[config.mk]
export PLATFORM = sky130hd
export DESIGN_NAME = reg_switches
export DESIGN_NICKNAME = d
export VERILOG_FILES = /design/src/rtl/reg_switches.sv
export SDC_FILE = /design/constraint.sdc
export NUM_CORES = 1
export LEC_CHECK = 0
export CORE_ASPECT_RATIO = 1.25
export CORE_MARGIN = 2
export CORE_UTILIZATION = 59
export DETAILED_ROUTE_END_ITERATION = 10
export PLACE_DENSITY = 0.92
export SYNTH_ARGS = -nofsm -noshare
export SYNTH_HDL_FRONTEND = slang
export SYNTH_SLANG_ARGS = --single-unit
export TNS_END_PERCENT = 1
[constraint.sdc]
create_clock -name clk_i -period 4.4 [get_ports clk_i]
set_input_delay 1.1 -clock clk_i [delete_from_list [all_inputs] [get_ports clk_i]]
set_output_delay 1.1 -clock clk_i [all_outputs]
set_load 0.01 [all_outputs]
[src/rtl/reg_switches.sv]
// Switch and push-button input peripheral: 2-FF synchronizers, shared-tick debouncer,
// sticky button-press flags cleared on read, and a registered bus read port.
module reg_switches #(
  parameter int N_SW       = 16,
  parameter int N_BTN      = 4,
  parameter int DEB_CYCLES = 100000,
  parameter int CNT_W      = 17
) (
  input  logic              clk_i,
  input  logic              rst,
  input  logic [N_SW-1:0]   sw_i,
  input  logic [N_BTN-1:0]  btn_i,
  input  logic              re_i,
  input  logic              addr_i,
  output logic [31:0]       data_o,
  output logic              valid_o,
  output logic              irq_o
);

  localparam int N_IN = N_SW + N_BTN;

  logic [N_IN-1:0]  raw_s;
  logic [N_IN-1:0]  sync1_r;
  logic [N_IN-1:0]  sync2_r;
  logic [N_IN-1:0]  samp_r;
  logic [N_IN-1:0]  deb_r;
  logic [N_IN-1:0]  stable_s;
  logic [N_IN-1:0]  deb_next_s;
  logic [CNT_W-1:0] cnt_r;
  logic             tick_s;
  logic [N_SW-1:0]  deb_sw_s;
  logic [N_BTN-1:0] deb_btn_s;
  logic [N_BTN-1:0] deb_btn_q_r;
  logic [N_BTN-1:0] rise_s;
  logic [N_BTN-1:0] pend_r;
  logic [N_BTN-1:0] pend_next_s;
  logic             clr_s;
  logic [31:0]      rdata_s;

  // Switches and buttons share one synchronizer/debounce pipeline; buttons sit in the top bits.
  assign raw_s     = {btn_i, sw_i};
  assign deb_sw_s  = deb_r[N_SW-1:0];
  assign deb_btn_s = deb_r[N_IN-1:N_SW];

  // Tick decode, debounce update, press-event detection and read-data selection.
  always_comb begin
    tick_s     = (cnt_r == CNT_W'(DEB_CYCLES - 1));
    stable_s   = ~(sync2_r ^ samp_r);
    deb_next_s = (deb_r & ~stable_s) | (sync2_r & stable_s);
    rise_s     = deb_btn_s & ~deb_btn_q_r;
    clr_s      = re_i & addr_i;
    // A rising edge in the clearing cycle is OR-ed in after the clear so no event is lost.
    if (clr_s) begin
      pend_next_s = rise_s;
    end else begin
      pend_next_s = pend_r | rise_s;
    end
    rdata_s = 32'd0;
    case (addr_i)
      1'b0:    rdata_s = 32'(deb_sw_s);
      1'b1:    rdata_s = 32'({pend_r, deb_btn_s});
      default: rdata_s = 32'd0;
    endcase
  end

  // Synchronizer chain and free-running debounce tick counter.
  always_ff @(posedge clk_i) begin
    if (!rst) begin
      sync1_r <= '0;
      sync2_r <= '0;
      cnt_r   <= '0;
    end else begin
      sync1_r <= raw_s;
      sync2_r <= sync1_r;
      if (tick_s) begin
        cnt_r <= '0;
      end else begin
        cnt_r <= cnt_r + CNT_W'(1);
      end
    end
  end

  // Debounce sample and filtered value, both advancing only on the tick.
  always_ff @(posedge clk_i) begin
    if (!rst) begin
      samp_r <= '0;
      deb_r  <= '0;
    end else if (tick_s) begin
      samp_r <= sync2_r;
      deb_r  <= deb_next_s;
    end else begin
      samp_r <= samp_r;
      deb_r  <= deb_r;
    end
  end

  // Button edge history, sticky pending flags and interrupt.
  always_ff @(posedge clk_i) begin
    if (!rst) begin
      deb_btn_q_r <= '0;
      pend_r      <= '0;
      irq_o       <= 1'b0;
    end else begin
      deb_btn_q_r <= deb_btn_s;
      pend_r      <= pend_next_s;
      irq_o       <= |pend_r;
    end
  end

  // Bus read port; data_o holds the last read value between reads.
  always_ff @(posedge clk_i) begin
    if (!rst) begin
      data_o  <= 32'd0;
      valid_o <= 1'b0;
    end else begin
      valid_o <= re_i;
      if (re_i) begin
        data_o <= rdata_s;
      end else begin
        data_o <= data_o;
      end
    end
  end

endmodule

==> flow_metrics.py <==
metrics = {
    "outcome": {
        "status": "completed",
    },
    "route": {
        "via_per_inst": 5.517,
        "detail_route.first_pass.iterations": 4,
        "drt_iter0_markers": 262,
        "drt-wirelength-per-cell_microns": 13.82,
        "wl_mm": 8.473,
        "postRouteAntennaNets": 0,
        "vias": 3382,
        "drc_errors": 0,
    },
    "sta": {
        "setup_violations": 0,
        "tightest_slew_ns": 0.9650,
        "fmax_ghz": 0.3835,
        "timing.final.crit_share_pct": 59.27,
        "slew_violations": 0,
        "hold_viol": 0,
        "hold_slack_ns": 0.4140,
        "min_period_ns": 2.608,
        "setup_tns_ns": 0,
        "rsz0062_at_grt": "no",
        "finClkSkew_ns": 0.005803,
        "slew_headroom_pct": 35.47,
    },
    "die": {
        "io_pins": 58,
        "rows": 36,
        "dieArea_sq_um": 8638,
        "dieWidth_microns": 83.53,
        "chipHeight_microns": 103.4,
        "start_util_pct": 60.21,
        "core_area_sq_um": 7747,
    },
    "global_routing": {
        "grt_usage_pct": 20.79,
        "grt_pass1_wl_mm": 14.16,
        "antenna_found_initial": 0,
        "grt_max_degree": 87,
        "globalRoute.totalOverflow": 0,
        "grt_pass1_vias": 3113,
    },
    "power_and_ir_drop": {
        "power_density_nw_per_um2": 470.4,
        "swShare_pct": 19.36,
        "p_switching_uw": 508.4,
        "irDropWorstVdd_uv": 405.3,
        "clock_power_share_pct": 52.8,
        "p_total_mw": 2.626,
        "combPwrFrac_pct": 3.4,
        "seq_power_share_pct": 43.9,
        "leakagePower_nw": 2.261,
        "p_int_mw": 2.117,
    },
    "placed_design": {
        "dp_hpwl_mm": 5.065,
        "place_area_sq_um": 4977,
        "portBuffers": 41,
        "place_congestion": 0.8017,
        "dp_cells": 581,
    },
    "synthesis": {
        "netlist_instances": 473,
        "netlist_top_cells_area": "dfxtp_1, and2_1, nand2_1",
        "seq_area_frac_synth_pct": 52.79,
        "synth-main-ff-cell": "dfxtp_1",
        "synth_area_sq_um": 4664,
        "yosysMostFrequentCell": "dfxtp_1",
        "ys.warnings.count": 0,
        "synth_top_area_share_pct": 52.79,
        "ys_types": 36,
        "synth_area_leader_cell": "dfxtp_1",
        "ys_ff_latch": 123,
        "synth_commonest_cells": "dfxtp_1, nand2_1, and2_1",
        "synth_edf_count": 0,
        "syn-mean-instance-area_sq_um": 9.861,
        "ys_async_sr_fraction_pct": 0,
    },
    "cts": {
        "h-tree-depth": 4,
        "cts.clk_slew.worst_paths_ns": 0.05,
        "clkLatencyLatePin_ns": 0.52,
        "numCtsBuffers": 17,
        "cts_hold_buf": 0,
        "clock-sinks": 123,
        "clock_path_buffers": 2,
        "ctsResizeCount": 0,
        "postCtsSetupRepairBufs": 0,
        "cts_tree": "done",
        "clockRootBuffer": "clkbuf_8",
    },
    "final_layout": {
        "layout.nets": 530,
        "diodes": 0,
        "stdcell_area_sq_um": 5582,
        "drive_gt1_share_pct": 10.62,
        "fin_cells": 613,
        "synthToLayoutAreaGrowth_pct": 19.66,
        "fillers": 495,
    },
    "worst_hold_path": {
        "hold_path_class": "reg2reg",
        "whs_path_depth": 1,
    },
    "critical_path": {
        "cp-end-kind": "register",
        "critPathLaunchType": "register",
        "worstSetupPathType": "reg2reg",
        "crit_required_ns": 4.78,
        "cp.arrival_ns": 2.99,
        "cp_max_fo": 25,
        "r2r_cells": 6,
    },
    "run": {
        "maxCapViolations": 0,
    },
}
kinds of logic (layout without fill, tap and decap cells):
| family | count (synthesis) | after routing | synth area share [%] |
|---|---|---|---|
| muxes | 17 | 17 | 3.648 |
| other | 1 | 16 | 0.08039 |
| xor gates and xnor gates | 13 | 13 | 2.441 |
| and+or+nand+nor | 209 | 209 | 23.69 |
| buffers and inverters | 50 | 80 | 6.598 |
| adders and majority gates | 1 | 1 | 0.2682 |
| DFF | 123 | 123 | 52.79 |
| AOI/OAI and AO/OA | 59 | 59 | 10.49 |
worst paths after layout:
check	startpoint	to	slack, ns
worst max register to register	cnt_r[0]	cnt_r[9]	1.79
worst min register to register	deb_btn_q_r[3]	pend_r[3]	0.41
worst max-delay path	cnt_r[0]	cnt_r[9]	1.79
worst min-delay path	deb_btn_q_r[3]	pend_r[3]	0.41
power by group through the flow:
stage | sequential, mW | clock [mW] | combinational, mW
after global routing | 1.15 | 1.46 | 0.0987
after detailed placement | 1.17 | 0 | 0.0888
final | 1.15 | 1.39 | 0.0890
after floorplan | 1.17 | 0 | 0.0647
after global placement | 1.17 | 0 | 0.0865
after CTS | 1.15 | 1.40 | 0.0895
critical path, cell delays in order (launching register included):
cell and delay [ns]:
dfxtp_1 0.38, ha_1 0.30, and4_1 0.25, nand4_1 0.53
buf_4 0.46, nand2_1 0.41, nor2_1 0.11
placed cells by master, fill, tap and decap left out, drive strengths merged, types with 2 or more instances in the layout:
| cell | instances |
|---|---|
| o21ai | 5 |
| conb | 16 |
| nor2 | 23 |
| clkinv | 4 |
| o211ai | 24 |
| dfxtp | 123 |
| a21boi | 20 |
| clkbuf | 25 |
| o211a | 8 |
| nand2 | 63 |
| inv | 4 |
| and3 | 2 |
| mux2i | 17 |
| xnor2 | 5 |
| and4 | 5 |
| clkdlybuf4s50 | 40 |
| nand4 | 27 |
| bufinv | 3 |
| nand3 | 39 |
| xor2 | 8 |
| buf | 4 |
| nor4 | 2 |
| and2 | 42 |
metrics by stage:
step / utilization (%) / setup slack [ns]
after global placement: 64.24 / 1.577
after floorplan: - / 2.349
after global routing: 72.04 / 1.624
after CTS: 72.04 / 1.793
final: 72.04 / 1.792
after detailed placement: 64.24 / 1.500
layer usage:
layer	GRT usage (%)	vias to the layer above	part of all wire, %
li1	-	1676	-
met1	23.89	1599	43
met2	35.36	88	50
met3	7.460	19	5.5
met4	9.429	0	2.1
met5	0	-	0
layout make-up:
cell class | instances | area (sq um) | area share (%)
multi-input cells | 315 | 1951 | 34.95
clock inverters | 7 | 110.1 | 1.973
clock buffers | 25 | 494.2 | 8.855
inverters | 4 | 15.01 | 0.2690
flip-flops and latches | 123 | 2462 | 44.12
well taps | 95 | 118.9 | 2.130
repair buffers | 44 | 430.4 | 7.711
No activity file was read; power rests on OpenSTA's default activity.
